### src/rtl/seq_div.sv
// seq_div: sequential signed divider (restoring, one quotient bit per clock).
// Quotient and remainder truncate toward zero, matching Verilog / and %.
// Optional build macro: SEQ_DIV_SAT_EN -- when defined, the overflow case
// (-2^(WN-1) / -1) saturates the quotient to 2^(WN-1)-1 instead of wrapping.
//
// Handshake: an operand pair is accepted on a rising edge where
// in_valid && in_ready; a result is transferred on a rising edge where
// out_valid && out_ready. out_valid holds, with all result outputs stable,
// until that transfer. in_ready is low from acceptance until the cycle after
// the result transfer, so operations never overlap.
module seq_div #(
    parameter int WN = 16,
    parameter int WD = 8
) (
    input  logic          clk,
    input  logic          rst_n,
    input  logic          in_valid,
    output logic          in_ready,
    input  logic [WN-1:0] dividend,
    input  logic [WD-1:0] divisor,
    output logic          out_valid,
    input  logic          out_ready,
    output logic [WN-1:0] quotient,
    output logic [WD-1:0] remainder,
    output logic          div_zero,
    output logic          ovf,
    output logic [1:0]    dbg_state
);

    typedef enum logic [1:0] {
        IDLE = 2'd0,
        CALC = 2'd1,
        DONE = 2'd2
    } state_e;

    localparam int CW = $clog2(WN + 1);

`ifdef SEQ_DIV_SAT_EN
    localparam logic [WN-1:0] OVF_QUOT = {1'b0, {(WN-1){1'b1}}};
`else
    localparam logic [WN-1:0] OVF_QUOT = {1'b1, {(WN-1){1'b0}}};
`endif

    localparam logic [WN-1:0] MIN_DIVIDEND = {1'b1, {(WN-1){1'b0}}};

    state_e        state_q;
    logic [CW-1:0] cnt_q;
    logic [WN-1:0] dvd_q;      // dividend magnitude, shifted out as quotient bits shift in
    logic [WD-1:0] dsr_q;      // divisor magnitude
    logic [WD-1:0] rem_q;      // partial remainder; always < dsr_q so WD bits suffice
    logic [WD-1:0] dlo_q;      // raw dividend low bits, returned on divide-by-zero
    logic          neg_n_q;
    logic          neg_d_q;
    logic          dz_q;
    logic          ovf_pend_q;

    logic          in_ready_q;
    logic          out_valid_q;
    logic [WN-1:0] quotient_q;
    logic [WD-1:0] remainder_q;
    logic          div_zero_q;
    logic          ovf_q;

    // The shifted partial remainder needs WD+1 bits; bit WD of the trial
    // difference is the borrow that decides the quotient bit.
    logic [WD:0]   rem_sh_d;
    logic [WD:0]   trial_d;
    logic          qbit_d;
    logic [WN-1:0] q_fix_d;
    logic [WD-1:0] r_fix_d;

    // One restoring step plus the sign fix applied once iterations finish.
    always_comb begin
        rem_sh_d = {rem_q, dvd_q[WN-1]};
        trial_d  = rem_sh_d - {1'b0, dsr_q};
        qbit_d   = ~trial_d[WD];
        q_fix_d  = (neg_n_q ^ neg_d_q) ? -dvd_q : dvd_q;
        r_fix_d  = neg_n_q ? -rem_q : rem_q;
    end

    // Control FSM with datapath registers and registered outputs.
    always_ff @(posedge clk or negedge rst_n) begin
        if (!rst_n) begin
            state_q     <= IDLE;
            cnt_q       <= '0;
            dvd_q       <= '0;
            dsr_q       <= '0;
            rem_q       <= '0;
            dlo_q       <= '0;
            neg_n_q     <= 1'b0;
            neg_d_q     <= 1'b0;
            dz_q        <= 1'b0;
            ovf_pend_q  <= 1'b0;
            in_ready_q  <= 1'b1;
            out_valid_q <= 1'b0;
            quotient_q  <= '0;
            remainder_q <= '0;
            div_zero_q  <= 1'b0;
            ovf_q       <= 1'b0;
        end else begin
            case (state_q)
                IDLE: begin
                    if (in_valid) begin
                        dvd_q      <= dividend[WN-1] ? -dividend : dividend;
                        dsr_q      <= divisor[WD-1] ? -divisor : divisor;
                        neg_n_q    <= dividend[WN-1];
                        neg_d_q    <= divisor[WD-1];
                        dlo_q      <= dividend[WD-1:0];
                        dz_q       <= (divisor == '0);
                        ovf_pend_q <= (dividend == MIN_DIVIDEND) && (divisor == '1);
                        rem_q      <= '0;
                        cnt_q      <= '0;
                        in_ready_q <= 1'b0;
                        state_q    <= CALC;
                    end
                end
                CALC: begin
                    if (dz_q) begin
                        // Divide by zero skips iteration entirely.
                        quotient_q  <= '1;
                        remainder_q <= dlo_q;
                        div_zero_q  <= 1'b1;
                        ovf_q       <= 1'b0;
                        out_valid_q <= 1'b1;
                        state_q     <= DONE;
                    end else if (cnt_q == CW'(WN)) begin
                        // All quotient bits are in; register the signed result.
                        quotient_q  <= ovf_pend_q ? OVF_QUOT : q_fix_d;
                        remainder_q <= ovf_pend_q ? '0 : r_fix_d;
                        div_zero_q  <= 1'b0;
                        ovf_q       <= ovf_pend_q;
                        out_valid_q <= 1'b1;
                        state_q     <= DONE;
                    end else begin
                        rem_q <= qbit_d ? trial_d[WD-1:0] : rem_sh_d[WD-1:0];
                        dvd_q <= {dvd_q[WN-2:0], qbit_d};
                        cnt_q <= cnt_q + 1'b1;
                    end
                end
                DONE: begin
                    if (out_ready) begin
                        out_valid_q <= 1'b0;
                        in_ready_q  <= 1'b1;
                        state_q     <= IDLE;
                    end
                end
                default: begin
                    state_q     <= IDLE;
                    in_ready_q  <= 1'b1;
                    out_valid_q <= 1'b0;
                end
            endcase
        end
    end

    assign in_ready  = in_ready_q;
    assign out_valid = out_valid_q;
    assign quotient  = quotient_q;
    assign remainder = remainder_q;
    assign div_zero  = div_zero_q;
    assign ovf       = ovf_q;
    assign dbg_state = state_q;

endmodule

### config.mk
export PLATFORM = sky130hd
export DESIGN_NAME = seq_div
export DESIGN_NICKNAME = d
export VERILOG_FILES = /design/src/rtl/seq_div.sv
export SDC_FILE = /design/constraint.sdc
export NUM_CORES = 1
export LEC_CHECK = 0
export ABC_AREA = 1
export CAP_MARGIN = 20
export CORE_ASPECT_RATIO = 1.4
export CORE_MARGIN = 1.5
export CORE_UTILIZATION = 55
export DETAILED_ROUTE_END_ITERATION = 7
export GPL_TIMING_DRIVEN = 0
export PLACE_DENSITY = 0.83
export SLEW_MARGIN = 20
export SYNTH_ARGS = -nofsm -noshare
export SYNTH_HDL_FRONTEND = slang
export SYNTH_SLANG_ARGS = --single-unit
### constraint.sdc
create_clock -name clk -period 2.42 [get_ports clk]
set_input_delay 0.484 -clock clk [delete_from_list [all_inputs] [get_ports clk]]
set_output_delay 0.484 -clock clk [all_outputs]
set_load 0.02 [all_outputs]
==> reports/qor.csv <==
stage;metric;value;unit
status;outcome;finished clean;
layout;final_cell_mix;nand2_1 (167), dfrtp_1 (78), inv_1 (76), nand3_1 (63), clkdlybuf4s50_1 (55);
synthesis;syn_nets;692;
pwr;clock_power_share;15.8;%
cts;clock-sinks;79;
drt;finalWirelength;12890;microns
synthesis;synthCells;648;
run;drv_cap;0;
global_routing;grt.overflow.total;0;
floorplanning;dieArea;9579;sq um
sta;worst_pin_slew;0.7220;ns
layout;drive_gt1_share;8.889;%
global_routing;grt_max_degree;56;
layout;fin_util;68.79;%
cts;postCtsSetupRepairBufs;0;
sta;finalHoldViolCount;0;
pwr;power_frac_comb;55.4;%
pwr;power_leakage;2.868;nW
global_routing;antenna_found_initial;0;
setup_path;critPathLaunchType;flip-flop;
synthesis;synth_warnings;0;
layout;antenna_cells;0;
placement;dpl.hpwl;9759;microns
pwr;power;8.429;mW
drt;num_vias;4634;
cts;cts_tree;yes;
sta;fmax;447.4;MHz
pwr;ir_drop;815.9;uV
layout;ff_latch_area;1978;sq um
cts;root_buffer;clkbuf_16;
pwr;p_int;4.574;mW
drt;routed.top_layer;met4;
drt;dr_wl_met3;560;microns
setup_path;end_kind;flip-flop;
setup_path;crit_fanout;9;
sta;fin_crit;2.235;ns
pwr;p_sw_share;45.74;%
placement;gp_congestion;0.9366;
cts;worst_skew_pair.late_latency;0.34;ns
cts;clk_path_buf_depth;2;
cts;cts_max_level;3;
floorplanning;core_area;8658;sq um
setup_path;critPathKind;reg -> reg;
setup_path;r2r_start;dvd_q[15];
drt;drt_iter0_markers;293;
drt;routed-wl-met2;6541;microns
global_routing;grt_pass1_vias;4625;
drt;first_pass_iters;5;
synthesis;synth_seq_cells;79;
floorplanning;initial_utilization;57.12;%
layout;final_common_cell;nand2_1;
cts;post_cts_resized;0;
sta;setup_viol;0;
drt;via_per_inst;5.617;
layout;multiInputGateArea;2534;sq um
drt;wl_per_cell;15.63;microns
synthesis;synth_area;4946;sq um
placement;placed_area;5663;sq um
sta;fin_crit_sh;92.35;%
pwr;cellPowerDensity;1415;nW/um^2
synthesis;ys_seq_area_share;39.99;%
pwr;p_seq_share;28.8;%
pwr;p_sw;3.855;mW
sta;slew_violations;0;
sta;holdWs;0.04975;ns
global_routing;track_usage;28.72;%
setup_path;cp.required;2.64;ns
cts;clk_transition_reported_paths;0.06;ns
floorplanning;die_width;83.15;microns
cts;ctsHoldBuffers;0;
layout;fin_area;5956;sq um
worst_hold_path;hold_class;in -> async;
sta;rsz0062_at_grt;false;
cts;cts_buffers;9;
synthesis;avgSynthCellArea;7.633;sq um
global_routing;grt_pass1_wl;21860;microns
floorplanning;die_h;115.2;microns
sta;relSlewSlack;51.50;%
placement;port_buffers;56;
drt;met1Wirelength;5451;microns
floorplanning;row_count;40;
sta;clock_skew;0.007493;ns
drt;ant_nets;0;
setup_path;startpoint;dvd_q[15];
synthesis;ys_types;44;
setup_path;r2r_slack;0.19;ns
floorplanning;pin_count;58;
layout;syn_to_final_growth;20.41;%
layout;final_nets;760;
drt;drcViolationCount;0;
layout;fill_cells;745;
setup_path;cp.arrival;2.45;ns
## registers in the layout, indices dropped and copies added, names as in the netlist
register / cells
remainder: 8
ovf: 1
neg_n_q: 1
dvd_q: 16
dsr_q: 8
dz_q: 1
out_valid: 1
neg_d_q: 1
div_zero: 1
in_ready: 1
dlo_q: 8
ovf_pend_q: 1
rem_q: 8
cnt_q: 5
dbg_state: 2
quotient: 16
## synthesized netlist by cell type
library cell | instances | area, sq um
nand3_1 | 63 | 315.3
o31ai_2 | 3 | 37.54
nand3b_1 | 1 | 7.510
nor2_1 | 52 | 195.2
a31oi_1 | 3 | 18.77
o21ai_1 | 9 | 45.04
buf_4 | 2 | 15.01
xor2_2 | 1 | 16.27
nor2_4 | 1 | 11.26
o221ai_1 | 5 | 43.79
o211ai_1 | 3 | 22.52
nand3_4 | 1 | 17.52
nor2_8 | 2 | 40.04
a21oi_1 | 33 | 165.2
o22ai_1 | 7 | 43.79
nand3_2 | 2 | 20.02
o31ai_1 | 5 | 37.54
buf_8 | 1 | 15.01
o21ai_0 | 34 | 170.2
o41ai_1 | 1 | 8.760
buf_6 | 4 | 45.04
clkbuf_1 | 7 | 26.28
nand2_4 | 3 | 33.78
nor3_1 | 9 | 45.04
inv_2 | 1 | 3.750
nand2_1 | 167 | 626.9
o22ai_2 | 2 | 25.02
ha_1 | 15 | 187.7
o2111ai_1 | 1 | 8.760
inv_4 | 3 | 18.77
fa_1 | 1 | 20.02
xor2_1 | 15 | 131.4
dfstp_2 | 1 | 26.28
a21oi_2 | 10 | 87.58
nand2_2 | 2 | 12.51
dfrtp_1 | 78 | 1952
buf_2 | 4 | 20.02
o21bai_1 | 7 | 52.55
xnor2_1 | 3 | 26.28
inv_1 | 76 | 285.3
nand3b_2 | 1 | 11.26
clkinv_2 | 2 | 10.01
nand4_1 | 6 | 37.54
or2_2 | 1 | 6.260
## power groups by stage
stage,Sequential [mW],Clock [mW],Combinational (mW)
2_1_floorplan,2.57,0,3.07
3_3_place_gp,2.41,0,4.42
3_5_place_dp,2.44,0,4.57
4_1_cts,2.42,1.33,4.62
5_1_grt,2.50,1.40,5.21
6_report,2.43,1.33,4.67
## per-layer routing
metal	vias to the layer above	track usage, %
met5	-	0
met4	0	11.44
met3	31	4.235
met2	141	51.38
met1	2183	34.99
li1	2279	-
## critical path: stages (launching register included)
cell and delay (ns):
dfrtp_1 0.35, inv_1 0.11, ha_1 0.25, fa_1 0.41, inv_1 0.09, nand3_1 0.07, nand2_1 0.14, nand2_1 0.10
nand2_1 0.09, nand2_2 0.13, nand2_4 0.16, nand2_1 0.07, nand3_1 0.08, nand2_1 0.07
## kinds of logic after synthesis
| logic type | share of synthesized area (%) |
|---|---|
| AO/OA/AOI/OAI | 15.51 |
| XOR/XNOR | 3.517 |
| adder cells (fa/ha/maj) | 4.199 |
| buffers and inverters | 8.879 |
| flip-flops | 39.99 |
| AND/OR/NAND/NOR | 27.90 |
## worst paths after layout
kind                                 end  depth (start not counted)
worst max-delay path            rem_q[0]                         13
worst min-delay path            rem_q[6]                          1
worst max register to register  rem_q[0]                         13
worst min register to register  in_ready                          2
max in group asynchronous       in_ready                          2
min in group clk                in_ready                          2
## cell type report
class | count | share of cell area (%)
Clock inverter | 6 | 1.050
Clock buffer | 9 | 3.782
Timing Repair Buffer | 57 | 9.832
Tap cell | 105 | 2.206
Inverter | 82 | 5.336
Buffer | 18 | 2.038
Sequential cell | 79 | 33.21
Multi-Input combinational cell | 469 | 42.54
## metrics by stage
stage	instances	setup slack, ns	setup TNS (ns)
6_report	825	0.1850	0
5_1_grt	825	0.02624	0
4_1_cts	825	0.1239	0
3_5_place_dp	810	0.1273	0
3_3_place_gp	809	-1.861	-145.73
2_1_floorplan	648	0.5504	0
Note: power is estimated with default switching activity, not from simulation.
